$ cat src/rtl/bus_arbiter_rr.sv
// N-master bus arbiter: round-robin or fixed priority, bounded ownership
// window with preemption, per-master lock, registered one-hot grant.
//
// Ports:
//   clk, rst      clock; asynchronous active-high reset
//   req[N]        level requests, bit i = master i
//   lock[N]       bit i high = master i's ownership must not be preempted
//   bus_busy      blocks new grants while high (ignored during ownership)
//   grant[N]      registered one-hot grant
//   grant_valid   OR of grant
//   grant_id      encoded owner index, 0 when idle
//   preempt       one-cycle pulse when ownership ended by hold timeout
//   rr_ptr        current highest-priority index
module bus_arbiter_rr #(
    parameter int N_MASTERS = 4,
    parameter int RR_MODE   = 1,
    parameter int MAX_HOLD  = 16,
    parameter int ID_W      = $clog2(N_MASTERS)
) (
    input  logic                 clk,
    input  logic                 rst,
    input  logic [N_MASTERS-1:0] req,
    input  logic [N_MASTERS-1:0] lock,
    input  logic                 bus_busy,
    output logic [N_MASTERS-1:0] grant,
    output logic                 grant_valid,
    output logic [ID_W-1:0]      grant_id,
    output logic                 preempt,
    output logic [ID_W-1:0]      rr_ptr
);

    localparam int HC_W = (MAX_HOLD < 1) ? 1 : $clog2(MAX_HOLD + 1);
    localparam logic [HC_W-1:0] HOLD_MAX = HC_W'(MAX_HOLD);
    localparam logic [ID_W:0]   N_W      = (ID_W + 1)'(N_MASTERS);
    localparam logic [ID_W-1:0] LAST_ID  = ID_W'(N_MASTERS - 1);

    typedef enum logic {
        IDLE,
        OWN
    } state_t;

    state_t              state;
    logic [HC_W-1:0]     hold_cnt;

    logic [ID_W-1:0]     base;
    logic [2*N_MASTERS-1:0] req_dbl;
    logic [N_MASTERS-1:0]   req_rot;
    logic [ID_W-1:0]     win_off;
    logic [ID_W:0]       win_sum;
    logic [ID_W-1:0]     win_id;
    logic                win_found;

    logic                own_req;
    logic                own_lock;
    logic                other_req;
    logic                timeout;
    logic                do_release;
    logic                do_preempt;
    logic [ID_W-1:0]     ptr_next;

    assign base    = (RR_MODE != 0) ? rr_ptr : '0;
    // Rotate requests so the highest-priority master lands at bit 0.
    assign req_dbl = {req, req} >> base;
    assign req_rot = req_dbl[N_MASTERS-1:0];

    always_comb begin
        win_off   = '0;
        win_found = 1'b0;
        for (int k = 0; k < N_MASTERS; k++) begin
            if (!win_found && req_rot[k]) begin
                win_found = 1'b1;
                win_off   = ID_W'(k);
            end
        end
    end

    // Undo the rotation: winner = (base + offset) mod N.
    always_comb begin
        win_sum = {1'b0, base} + {1'b0, win_off};
        if (win_sum >= N_W) begin
            win_sum = win_sum - N_W;
        end
        win_id = win_sum[ID_W-1:0];
    end

    // grant is one-hot on the owner, so masking picks the owner's bits.
    assign own_req    = |(req & grant);
    assign own_lock   = |(lock & grant);
    assign other_req  = |(req & ~grant);
    assign timeout    = (MAX_HOLD != 0) && (hold_cnt == HOLD_MAX);
    assign do_preempt = own_req && timeout && !own_lock && other_req;
    assign do_release = !own_req || do_preempt;
    assign ptr_next   = (grant_id == LAST_ID) ? '0 : grant_id + 1'b1;

    assign grant_valid = |grant;

    always_ff @(posedge clk or posedge rst) begin
        if (rst) begin
            state    <= IDLE;
            grant    <= '0;
            grant_id <= '0;
            preempt  <= 1'b0;
            rr_ptr   <= '0;
            hold_cnt <= '0;
        end else begin
            preempt <= 1'b0;
            unique case (state)
                IDLE: begin
                    if (!bus_busy && win_found) begin
                        state    <= OWN;
                        grant    <= N_MASTERS'(1) << win_id;
                        grant_id <= win_id;
                        hold_cnt <= HC_W'(1);
                    end
                end
                OWN: begin
                    if (do_release) begin
                        state    <= IDLE;
                        grant    <= '0;
                        grant_id <= '0;
                        preempt  <= do_preempt;
                        rr_ptr   <= (RR_MODE != 0) ? ptr_next : '0;
                    end else if (MAX_HOLD != 0 && hold_cnt != HOLD_MAX) begin
                        hold_cnt <= hold_cnt + 1'b1;
                    end
                end
                default: state <= IDLE;
            endcase
        end
    end

endmodule

$ cat config.mk
export PLATFORM = sky130hd
export DESIGN_NAME = bus_arbiter_rr
export DESIGN_NICKNAME = d
export VERILOG_FILES = /design/src/rtl/bus_arbiter_rr.sv
export SDC_FILE = /design/constraint.sdc
export NUM_CORES = 1
export LEC_CHECK = 0
export CAP_MARGIN = 5
export CORE_ASPECT_RATIO = 0.9
export CORE_MARGIN = 2
export CORE_UTILIZATION = 54
export DETAILED_ROUTE_END_ITERATION = 8
export PLACE_DENSITY = 0.82
export RECOVER_POWER = 25
export SKIP_LAST_GASP = 1
export SLEW_MARGIN = 20
export SYNTH_ARGS = -nofsm -noshare
export SYNTH_HDL_FRONTEND = slang
export SYNTH_SLANG_ARGS = --single-unit
$ cat constraint.sdc
create_clock -name clk -period 4.64 [get_ports clk]
set_input_delay 0.464 -clock clk [delete_from_list [all_inputs] [get_ports clk]]
set_output_delay 0.464 -clock clk [all_outputs]
set_load 0.005 [all_outputs]
==> metrics <==
Synthesized Nets 134; Setup Skew 0.00574 ns; Hold/Removal Path Class register to register; Sw Share 0.425; internal power 377 µW; pins over their slew limit 0; pin count of the biggest net entering global routing 16; post-DP HPWL 1810 µm; mapped cell area 1110 µm²; combinational power share 0.530; Starting Density 0.575; die area 2440 µm²; Overall Global Routing Usage 0.228; post-CTS setup buffer count 0; first-pass GRT wire length 4160 µm; buffer and inverter count on the worst path 1; Top Layer Used met4; pwr/cell area 491 nW/µm²; worst-path fanout max 11; Clock transition at path regs 0.09 ns; Final TNS setup 0 ns; Leak Pwr 0.559 nW; ANT cells 0; Max-cap violations 0; crit path DAT 2.66 ns; CORE AREA 1930 µm²; final wirelength 2460 µm; clock buffer depth 2; Die W 51.8 µm; Routed WL per cell 14.9 µm; EDFF count, synth 0; beginning of the worst hold path grant_id[0]; Post-Route M1 WL 1150 µm; met2 WL 1190 µm; die span in y 47.0 µm; count leader, synth nand3_1; grt ovf 0; RSZ-0062 raised after global routing false; synthesized instance count 119; Post-route DRC 0; sequential share of the synthesized area 0.338; final hold viol count 0; Pre-antenna DRT Iters 4; PostCTS Resize Cnt 0; PortBufs 20; I/O pin total 21; CP peak stage delay 0.72 ns; post-route ant nets 0; Clk pwr share 0.117; minimum clock period 2.44 ns; Post-synth top flop dfrtp_1; H-tree lvl count 1; most used cell, CP a21oi_1; Synth Register Bits 15; Hold Path Stages 1; clock sink count 15; layout cells sized above 1 0.129; metal3 WL 111 µm; Worst slew margin 0.617; register area 375 µm²; kind of critical path input pin to register; startpoint class of the critical path input pin; Area growth syn-to-layout 20.2%; switching power 279 µW; Seq pwr share 0.353; Layout fillers 154; initial antenna violation count 0; worst r2r src rr_ptr[1]; GPL Wtd Cong 0.779; reg2reg path depth 10; # rows 15; ranking of synthesized cells by area dfrtp_1, nand3_1, ha_1, nand2_1, o21ai_0; final worst slack 2.20 ns; peak supply drop 0.384 mV; share of the synthesized area in the top cell type 0.338; Initial DRC Count 18; Post-synth ARST share 1.00; Avg Synthesized Cell Area 9.34 µm²; r2r endpoint grant[3]; final setup fails 0; R2R Setup Slk 2.56 ns; Worst-Margin Slew 0.574 ns; largest area contributor in the netlist dfrtp_1; Yosys cell types 40; hold_buf cts 0; CTS buffer count 3; status completed; commonest cells in the netlist nand3_1, dfrtp_1, nand2_1; vias in the first global route 908; fin crit share 0.526; layout net count 156; Crit path max-delay family buffers and inverters; CP required 4.86 ns; clk_lat worst skew 0.28 ns; vias per cell 6.05; Setup crit end kind register; CTS root buffer clkbuf_4; multi-input logic area 687 µm²; Synth Warn # 0; Critical-path top delay cell clkdlybuf4s50_1; Fmax 410 MHz; routed vias 998; CTS tree yes; crit path cell chain clkdlybuf4s50_1, nand2_1, a21oi_1, nor2_1, a211oi_1, a21oi_1, ha_1, xnor2_1, and3_1, o21ai_0, nand3_1; Worst Hold End rr_ptr[0]; worst slack at placement 1.93 ns
## kinds of logic (layout without fill, tap and decap cells)
family	Yosys count	after routing	synth area share
AO/OA/AOI/OAI	30	30	0.244
XOR/XNOR	3	3	0.0237
adder cells (fa/ha/maj)	4	4	0.0450
buffers and inverters	7	28	0.0439
flip-flops	15	15	0.338
multiplexers	1	1	0.0135
AND/OR/NAND/NOR	59	59	0.292
## routing by layer
metal	global-route usage	vias to the layer above
met5	0	-
met2	0.403	36
li1	-	484
met4	0.0474	0
met1	0.309	476
met3	0.0287	2
## layout make-up
cell class | count | area share
sequential | 15 | 0.281
inverter | 4 | 0.0112
tap | 25 | 0.0234
clock buffer | 4 | 0.0197
multi-input combinational | 97 | 0.515
timing repair buffer | 20 | 0.150
## cell usage in the layout, fill, tap and decap left out, drive strengths merged
master,n
nor3,3
or4,1
a211o,1
a221oi,1
dlygate4sd3,1
xor2,2
xnor2,1
a32oi,1
mux2,1
and3,4
or2,1
nand3,19
a41oi,1
o31ai,2
nand2,10
o21ai,7
nor2b,1
ha,4
a21o,1
dfrtp,15
nand2b,5
nand4bb,1
and2b,1
a211oi,2
a31oi,1
or3,1
a32o,1
o211ai,1
clkdlybuf4s50,19
nor2,10
a22oi,2
nand4,2
a21boi,1
a21oi,7
clkbuf,4
a22o,1
inv,4
## state kept, by name, summed over array words and instances, names as in the netlist
name,cells
hold_cnt,5
rr_ptr,2
grant_id,2
state,1
preempt,1
grant,4
## power by group through the flow
stage          Clock [mW]  Combinational, mW  Sequential (mW)
2_1_floorplan           0              0.250            0.215
3_3_place_gp            0              0.333            0.229
3_5_place_dp            0              0.344            0.234
4_1_cts            0.0771              0.348            0.231
5_1_grt            0.0842              0.385            0.240
6_report           0.0765              0.348            0.232
## worst register-to-register path, cell delays in order (launching register included)
cell and delay, ns:
dfrtp_1 0.54, nand2_1 0.10, a21oi_1 0.16, nor2_1 0.05, a211oi_1 0.21, a21oi_1 0.07, ha_1 0.23, xnor2_1 0.26
and3_1 0.22, o21ai_0 0.09, nand3_1 0.09
## worst max path at each step
stage | endpoint | startpoint | slack [ns] | cells after the start
floorplan | grant[1] | req[2] | 2.73 | 11
global placement | grant[1] | req[2] | 1.99 | 11
detailed placement | grant[1] | req[2] | 1.93 | 11
CTS | grant[1] | req[2] | 2.21 | 11
global route | grant[1] | req[2] | 1.96 | 11
finish | grant[3] | req[2] | 2.20 | 11
## per-stage QoR
step / power, mW / instance area (µm²) / utilization / std cells / hold WS [ns]
after floorplan: 0.465 / 1110 / - / 119 / 0.365
after global placement: 0.562 / 1310 / 0.677 / 161 / 0.504
after detailed placement: 0.578 / 1310 / 0.677 / 161 / 0.519
after CTS: 0.656 / 1340 / 0.691 / 165 / 0.536
after global routing: 0.709 / 1340 / 0.691 / 165 / 0.563
final: 0.656 / 1340 / 0.691 / 165 / 0.535
Note: power is estimated with default switching activity, not from simulation.
